## src/rtl/dmem_access_unit.sv

```systemverilog
// dmem_access_unit: sits behind the MEM stage. Turns one load/store into a
// single word-aligned, byte-enabled bus transaction, extracts and extends
// load lanes, and stalls the pipeline until the access completes. Misaligned
// accesses are flagged without touching the bus; unacknowledged requests are
// abandoned after TIMEOUT cycles in REQ.
module dmem_access_unit #(
  parameter int unsigned TIMEOUT = 255
) (
  input  logic        clk,
  input  logic        reset,
  input  logic        i_req,
  input  logic        i_we,
  input  logic [31:0] i_addr,
  input  logic [31:0] i_wdata,
  input  logic [2:0]  i_dmtype,
  output logic [31:0] o_rdata,
  output logic        o_stall,
  output logic        o_misaligned,
  output logic        o_bus_err,
  output logic        bus_req,
  output logic        bus_we,
  output logic [31:0] bus_addr,
  output logic [31:0] bus_wdata,
  output logic [3:0]  bus_be,
  input  logic        bus_ack,
  input  logic [31:0] bus_rdata
);

  typedef enum logic [1:0] {S_IDLE, S_REQ, S_DONE} state_t;

  localparam logic [15:0] CNT_LAST = 16'(TIMEOUT - 1);

  state_t      state_q, state_d;
  logic [15:0] cnt_q, cnt_d;
  logic        bus_req_q, bus_req_d;
  logic        bus_we_q, bus_we_d;
  logic [31:0] bus_addr_q, bus_addr_d;
  logic [31:0] bus_wdata_q, bus_wdata_d;
  logic [3:0]  bus_be_q, bus_be_d;
  logic [31:0] o_rdata_q, o_rdata_d;
  logic        mis_q, mis_d;
  logic        err_q, err_d;
  // Access type and byte offset kept for lane extraction when the ack lands.
  logic [2:0]  dmtype_q, dmtype_d;
  logic [1:0]  off_q, off_d;

  logic        is_half, is_byte, is_word, misaligned;
  logic [3:0]  lane_be;
  logic [31:0] lane_wdata;
  logic        ld_half, ld_byte, ld_uns;
  logic [7:0]  ld_b;
  logic [15:0] ld_h;
  logic [31:0] ld_ext;

  // Decode the incoming access: alignment check and store lane placement.
  always_comb begin
    is_half    = (i_dmtype == 3'b001) || (i_dmtype == 3'b010);
    is_byte    = (i_dmtype == 3'b011) || (i_dmtype == 3'b100);
    is_word    = !is_half && !is_byte;
    misaligned = (is_word && (i_addr[1:0] != 2'b00)) || (is_half && i_addr[0]);
    lane_be    = 4'b1111;
    lane_wdata = i_wdata;
    if (is_byte) begin
      lane_be    = 4'b0001 << i_addr[1:0];
      lane_wdata = {4{i_wdata[7:0]}};
    end else if (is_half) begin
      lane_be    = i_addr[1] ? 4'b1100 : 4'b0011;
      lane_wdata = {2{i_wdata[15:0]}};
    end
  end

  // Pick the addressed lane of the returned word and extend it.
  always_comb begin
    ld_half = (dmtype_q == 3'b001) || (dmtype_q == 3'b010);
    ld_byte = (dmtype_q == 3'b011) || (dmtype_q == 3'b100);
    ld_uns  = (dmtype_q == 3'b010) || (dmtype_q == 3'b100);
    ld_b    = bus_rdata[8*off_q +: 8];
    ld_h    = off_q[1] ? bus_rdata[31:16] : bus_rdata[15:0];
    ld_ext  = bus_rdata;
    if (ld_byte)      ld_ext = {{24{ld_b[7] & ~ld_uns}}, ld_b};
    else if (ld_half) ld_ext = {{16{ld_h[15] & ~ld_uns}}, ld_h};
  end

  // Next-state and output logic; ack takes priority over the timeout.
  always_comb begin
    state_d     = state_q;
    cnt_d       = cnt_q;
    bus_req_d   = bus_req_q;
    bus_we_d    = bus_we_q;
    bus_addr_d  = bus_addr_q;
    bus_wdata_d = bus_wdata_q;
    bus_be_d    = bus_be_q;
    o_rdata_d   = o_rdata_q;
    dmtype_d    = dmtype_q;
    off_d       = off_q;
    mis_d       = 1'b0;
    err_d       = 1'b0;
    o_stall     = 1'b0;
    case (state_q)
      S_IDLE: begin
        o_stall = i_req;
        if (i_req) begin
          if (misaligned) begin
            mis_d   = 1'b1;
            state_d = S_DONE;
          end else begin
            bus_req_d   = 1'b1;
            bus_we_d    = i_we;
            bus_addr_d  = {i_addr[31:2], 2'b00};
            bus_wdata_d = lane_wdata;
            bus_be_d    = lane_be;
            dmtype_d    = i_dmtype;
            off_d       = i_addr[1:0];
            cnt_d       = 16'd0;
            state_d     = S_REQ;
          end
        end
      end
      S_REQ: begin
        o_stall = 1'b1;
        if (bus_ack) begin
          bus_req_d = 1'b0;
          if (!bus_we_q) o_rdata_d = ld_ext;
          state_d = S_DONE;
        end else if (cnt_q == CNT_LAST) begin
          bus_req_d = 1'b0;
          if (!bus_we_q) o_rdata_d = 32'd0;
          err_d   = 1'b1;
          state_d = S_DONE;
        end else begin
          cnt_d = cnt_q + 16'd1;
        end
      end
      S_DONE: begin
        state_d = S_IDLE;
      end
      default: state_d = S_IDLE;
    endcase
  end

  // State and output registers with synchronous active-low reset.
  always_ff @(posedge clk) begin
    if (!reset) begin
      state_q     <= S_IDLE;
      cnt_q       <= 16'd0;
      bus_req_q   <= 1'b0;
      bus_we_q    <= 1'b0;
      bus_addr_q  <= 32'd0;
      bus_wdata_q <= 32'd0;
      bus_be_q    <= 4'd0;
      o_rdata_q   <= 32'd0;
      dmtype_q    <= 3'd0;
      off_q       <= 2'd0;
      mis_q       <= 1'b0;
      err_q       <= 1'b0;
    end else begin
      state_q     <= state_d;
      cnt_q       <= cnt_d;
      bus_req_q   <= bus_req_d;
      bus_we_q    <= bus_we_d;
      bus_addr_q  <= bus_addr_d;
      bus_wdata_q <= bus_wdata_d;
      bus_be_q    <= bus_be_d;
      o_rdata_q   <= o_rdata_d;
      dmtype_q    <= dmtype_d;
      off_q       <= off_d;
      mis_q       <= mis_d;
      err_q       <= err_d;
    end
  end

  assign bus_req      = bus_req_q;
  assign bus_we       = bus_we_q;
  assign bus_addr     = bus_addr_q;
  assign bus_wdata    = bus_wdata_q;
  assign bus_be       = bus_be_q;
  assign o_rdata      = o_rdata_q;
  assign o_misaligned = mis_q;
  assign o_bus_err    = err_q;

endmodule
```

## config.mk

```make
export PLATFORM = sky130hd
export DESIGN_NAME = dmem_access_unit
export DESIGN_NICKNAME = d
export VERILOG_FILES = /design/src/rtl/dmem_access_unit.sv
export SDC_FILE = /design/constraint.sdc
export NUM_CORES = 1
export LEC_CHECK = 0
export ABC_CLOCK_PERIOD_IN_PS = 2800
export CORE_MARGIN = 2
export CORE_UTILIZATION = 35
export CTS_CLUSTER_DIAMETER = 30
export DETAILED_ROUTE_END_ITERATION = 10
export GPL_ROUTABILITY_DRIVEN = 0
export PLACE_DENSITY = 0.65
export SLEW_MARGIN = 20
export SYNTH_ARGS = -nofsm -noshare
export SYNTH_HDL_FRONTEND = slang
export SYNTH_SLANG_ARGS = --single-unit
```

## constraint.sdc

```tcl
create_clock -name clk -period 2.8 [get_ports clk]
set_input_delay 0.56 -clock clk [delete_from_list [all_inputs] [get_ports clk]]
set_output_delay 0.56 -clock clk [all_outputs]
set_load 0.01 [all_outputs]
```

# ---- Yosys cells after proc, flatten, opt, wreduce, memory -nomap -nowiden
# Index checks and enable logic that the tools add are counted.
# W data, S select, Z words.
dict set report word_totals {
  out_inout_bits 105
  reg_bits 125
  inputBits 104
  word_cells 89
}
dict set report classes {
  addsub 1
  bitwise 7
  shifts 2
  reduce_logical 22
  n_mux 30
  eq_ne 15
}
# operator count
set op_table {}
lappend op_table {{$mux W32} 8}
lappend op_table {{$mux W16} 5}
lappend op_table {{$pmux W16 S2} 1}
lappend op_table {{$shiftx A32 B6 Y8} 1}
lappend op_table {{$add A16 B1 Y16 const B} 1}
lappend op_table {{$eq A16 B8 Y1 const B} 1}
lappend op_table {{$eq A3 B2 Y1 const B} 4}
lappend op_table {{$mux W4} 3}
lappend op_table {{$reduce_and A3 Y1} 3}
lappend op_table {{$mux W2} 4}
lappend op_table {{$ne A2 B2 Y1 const B} 4}
lappend op_table {{$eq A3 B1 Y1 const B} 2}
lappend op_table {{$eq A3 B3 Y1 const B} 2}
lappend op_table {{$logic_or A1 B1 Y1} 6}
lappend op_table {{$mux W1} 6}
lappend op_table {{$reduce_bool A2 Y1} 3}
lappend op_table {{$not A1 Y1} 5}
lappend op_table {{$reduce_and A5 Y1} 1}
lappend op_table {{$pmux W1 S2} 2}
lappend op_table {{$pmux W2 S2} 1}
lappend op_table {{$reduce_and A4 Y1} 1}
lappend op_table {{$shl A1 B2 Y4 const A} 1}
lappend op_table {{$logic_and A1 B1 Y1} 3}
lappend op_table {{$ne A3 B3 Y1 const B} 1}
lappend op_table {{other kinds (6)} 8}

# ---- Depth between registers and ports, before layout
dict set report logic_depth {
  word_depth 9
  mapped_depth 9
}

# ---- Least setup slack after synthesis
# No wires, ideal clock.
dict set report synth_path {
  kind {input to register}
  startpoint {input i_dmtype[0]}
  endpoint {register bus_wdata_q[12] (netlist: bus_wdata[12])}
  path_stages 7
  required_time_ns 2.684
  path_buffers 3
  path_slack_ns 0.513
  setup_time_ns 0.116
  arrival_time_ns 2.171
  cell_sequence {clkbuf_1 > or2_2 > a2111oi_4 > nor2_1 > buf_2 > clkbuf_1 > o211a_1}
}
dict set report synth_via {
  elab_chain_len 8
  elab_cells_between_ends 15
}
# element line_no
set synth_lines {}
lappend synth_lines {{start, declared} 15} ;# input logic [2:0] i_dmtype,
lappend synth_lines {{$eq A3 B1 Y1, or another cell as far along} 57} ;# is_half = (i_dmtype == 3'b001) || (i_dmtype == 3'b010);
lappend synth_lines {{$logic_or A1 B1 Y1 (on tied branches)} {57, 58}}
lappend synth_lines {{$logic_not A1 Y1} 59} ;# is_word = !is_half && !is_byte;
lappend synth_lines {{$logic_and A1 B1 Y1} 59}
lappend synth_lines {{$logic_and A1 B1 Y1} 60} ;# misaligned = (is_word && (i_addr[1:0] != 2'b00)) || (is_half && i_addr[0]);
lappend synth_lines {{$logic_or A1 B1 Y1} 60}
lappend synth_lines {{$not A1 Y1 (no line)} -}
lappend synth_lines {{$reduce_and A3 Y1 (no line)} -}
lappend synth_lines {{end signal, assigned} 162} ;# bus_wdata_q <= bus_wdata_d;
lappend synth_lines {{end, declared} 38} ;# logic [31:0] bus_wdata_q, bus_wdata_d;
# Several ways; a longest one is shown, not always the timed one.
# A chain may end at the register's enable or synchronous reset.

# ---- Worst setup path after layout
dict set report layout_path {
  startpoint {input i_req}
  endpoint {output o_stall}
}
dict set report layout_via {
  elab_chain_len 1
}
# element line_no
set layout_lines {}
lappend layout_lines {{start, declared} 11} ;# input logic i_req,
lappend layout_lines {{$pmux W1 S2} 99} ;# case (state_q)
lappend layout_lines {{end, declared} 17} ;# output logic o_stall,
# Every way passes these cells.

==> flow_summary_export.csv <==
group,metric,value,unit
finish,syn_to_final_growth,49.44,%
yosys,synth_top_area_share,0.4297,
global_routing,grt_overflow,0,
die,core_area,16410,µm²
setup_path,critical_path.startpoint_type,"input pin",
timing,finClkSkew,0.006990,ns
hold_path,holdCritPathClass,"register to register",
yosys,yosysTopAreaCell,"dfxtp_1",
setup_path,worstSetupPathType,"input pin to output port",
route,ant_nets,0,
yosys,synth-seq-cells,125,
clocking,ctsHoldBuffers,0,
hold_path,worstHoldStart,"o_rdata[12]",
route,drc,0,
finish,stdcell_count,1123,
run_status,status,"finished clean",
power_and_ir_drop,ir_worst_vdd,0.0003962,V
yosys,synth_edf_count,0,
setup_path,cp-end-kind,"output port",
global_routing,grt_util_all_layers,0.2044,
timing,setup_viol,0,
placement,dp.cells,1094,
die,die_w,133.0,µm
setup_path,cp_data_arrival_time,1.86,ns
yosys,synth_warnings,0,
placement,dp_hpwl,12790,µm
yosys,syn_inst,705,
placement,place_area,8124,µm²
die,boundaryPins,209,
global_routing,grt_pass1_wl,28950,µm
timing,fin_crit,2.415,ns
run,max_cap_viol_count,0,
route,wl,18070,µm
yosys,synth_area,5823,µm²
yosys,yosys-top-cells-count,"134 x nand2_1, 125 x dfxtp_1, 83 x a21oi_1, 51 x o21ai_0, 49 x nor2_1",
global_routing,antenna_found_initial,0,
clocking,cts_tree,"done",
setup_path,worstPathMaxFanout,3,
finish,antenna_cells,0,
hold_path,whs_endpoint,"o_rdata[12]",
die,num_rows,47,
setup_path,r2r_cells,7,
die,dieHeight,133.0,µm
placement,port_buffers,206,
clocking,cts_buffers,17,
power_and_ir_drop,powerDensity,582.0,nW/µm²
route,via_per_inst,5.217,
timing,rsz0062_at_grt,"false",
setup_path,r2r_start,"cnt_q[0]",
finish,fill_cells,1505,
yosys,yosysMostFrequentCell,"nand2_1",
timing,worst_pin_slew,0.8021,ns
setup_path,ff2ff_setup_slack,0.44,ns
clocking,cts-root-buf,"clkbuf_16",
clocking,ctsResizeCount,0,
global_routing,grt_max_degree,45,
finish,finalNetCount,999,
finish,fin_util,0.5304,
setup_path,required,2.24,ns
timing,tns,0,ns
timing,slew_headroom,0.4653,
die,initial_core_util,0.3549,
timing,fmaxAchievable,414.0,MHz
route,vias,5859,
clocking,cts_sinks,125,
yosys,avgSynthCellArea,8.260,µm²
finish,final_area,8702,µm²
setup_path,r2r_end,"cnt_q[11]",
route,dr.pass1.iters,5,
yosys,yosys-top-cells-area,"dfxtp_1 43%, nand2_1 8.6%, a21oi_1 7.1%",
yosys,ys_async_sr_fraction,0,
clocking,htree_num_levels,4,
die,die_area,17690,µm²
yosys,synth_ff_type,"dfxtp_1",
hold_path,whs_path_depth,2,
clocking,clk_pin_slew,0.05,ns
global_routing,grt_pass1_vias,5646,
route,post_drt_wl_per_cell,16.09,µm
clocking,clock_latency,0.42,ns
yosys,ys_seq_area_frac,0.4297,
clocking,cts_setup_buffers,0,
route,drt_iter0_drc,466,
timing,timing.final.crit_share,0.8627,
clocking,clockBufferDepth,2,
timing,hold_violations,0,
finish,drive_gt1_frac,0.08195,
power_and_ir_drop,p_leak,3.214,nW
yosys,yosysUniqueCellTypes,60,
timing,finalMaxSlewViolations,0,
[routing by layer]
metal  vias up  routed length [µm]  GRT usage
li1       2894                   -          -
met3        29                1661    0.07318
met4         0                 384    0.07945
met2       254                7832     0.3109
met1      2682                8196     0.2652
met5         -                   0          0
[worst max-delay path by stage]
stage | startpoint | endpoint | slack [ns] | depth (start not counted)
2_1_floorplan | i_dmtype[0] | bus_wdata[12] | 0.51 | 7
3_3_place_gp | i_dmtype[0] | bus_wdata[27] | 0.18 | 7
3_5_place_dp | i_dmtype[0] | bus_wdata[27] | 0.13 | 7
4_1_cts | i_req | o_stall | 0.37 | 4
5_1_grt | cnt_q[1] | cnt_q[11] | 0.24 | 6
6_report | i_req | o_stall | 0.38 | 4
[cells by family after synthesis]
kind of cell | count (synthesis) | share of synthesized area
XOR/XNOR | 3 | 0.005803
AO/OA/AOI/OAI | 233 | 0.2617
AND/OR/NAND/NOR | 253 | 0.1962
flip-flops | 125 | 0.4297
other | 1 | 0.0006440
multiplexers | 17 | 0.04641
buffers and inverters | 70 | 0.05350
adder cells (fa/ha/maj) | 3 | 0.006016
[critical path: stages]
cell             delay, ns
clkdlybuf4s50_1       0.52
nor2_1                0.05
nor2_1                0.13
clkdlybuf4s50_1       0.59
[final cells by class]
| class | instances | area [µm²] | area share |
|---|---|---|---|
| clock buffer | 21 | 460.4 | 0.05291 |
| clock inverter | 8 | 117.6 | 0.01352 |
| inverter | 11 | 41.29 | 0.004745 |
| multi-input combinational | 511 | 3023 | 0.3474 |
| sequential | 125 | 2502 | 0.2876 |
| tap | 220 | 275.3 | 0.03163 |
| timing repair buffer | 227 | 2282 | 0.2623 |
[sequential cells by signal, indices dropped and copies added (netlist names)]
name and count:
bus_be 4, bus_we 1, o_misaligned 1, off_q 2, cnt_q 16, bus_wdata 32, o_bus_err 1, dmtype_q 3
state_q 2, bus_addr 30, bus_req 1, o_rdata 32
[placed cells by master, fill, tap and decap left out, types with 9 or more instances in the layout]
master	netlist	final
nand3_1	13	13
clkbuf_16	0	17
inv_1	10	10
a21oi_1	83	83
o21ai_0	51	51
clkdlybuf4s50_1	0	206
mux2i_1	9	9
a22o_1	17	17
dfxtp_1	125	125
buf_4	2	16
nand2b_1	13	12
a211oi_1	10	10
o211a_1	9	9
nor2_1	49	48
nand2_1	134	134
and3_1	13	13
o211ai_1	16	16
[report_power, final]
part	leakage [nW]	internal [mW]	switching (mW)	total, mW
sequential	1.02	1.88	0.0606	1.94
combinational	1.91	0.486	0.449	0.935
clock	0.284	1.42	0.764	2.19
total	3.21	3.79	1.27	5.06
[through the flow]
step	hold slack, ns	setup slack, ns	power, mW
6_report	0.4507	0.3845	5.065
5_1_grt	0.4688	0.2370	5.278
4_1_cts	0.4532	0.3695	5.113
3_5_place_dp	0.4466	0.1315	2.913
3_3_place_gp	0.4403	0.1770	2.912
2_1_floorplan	0.4390	0.5127	2.423
(Power assumes the default switching activity.)
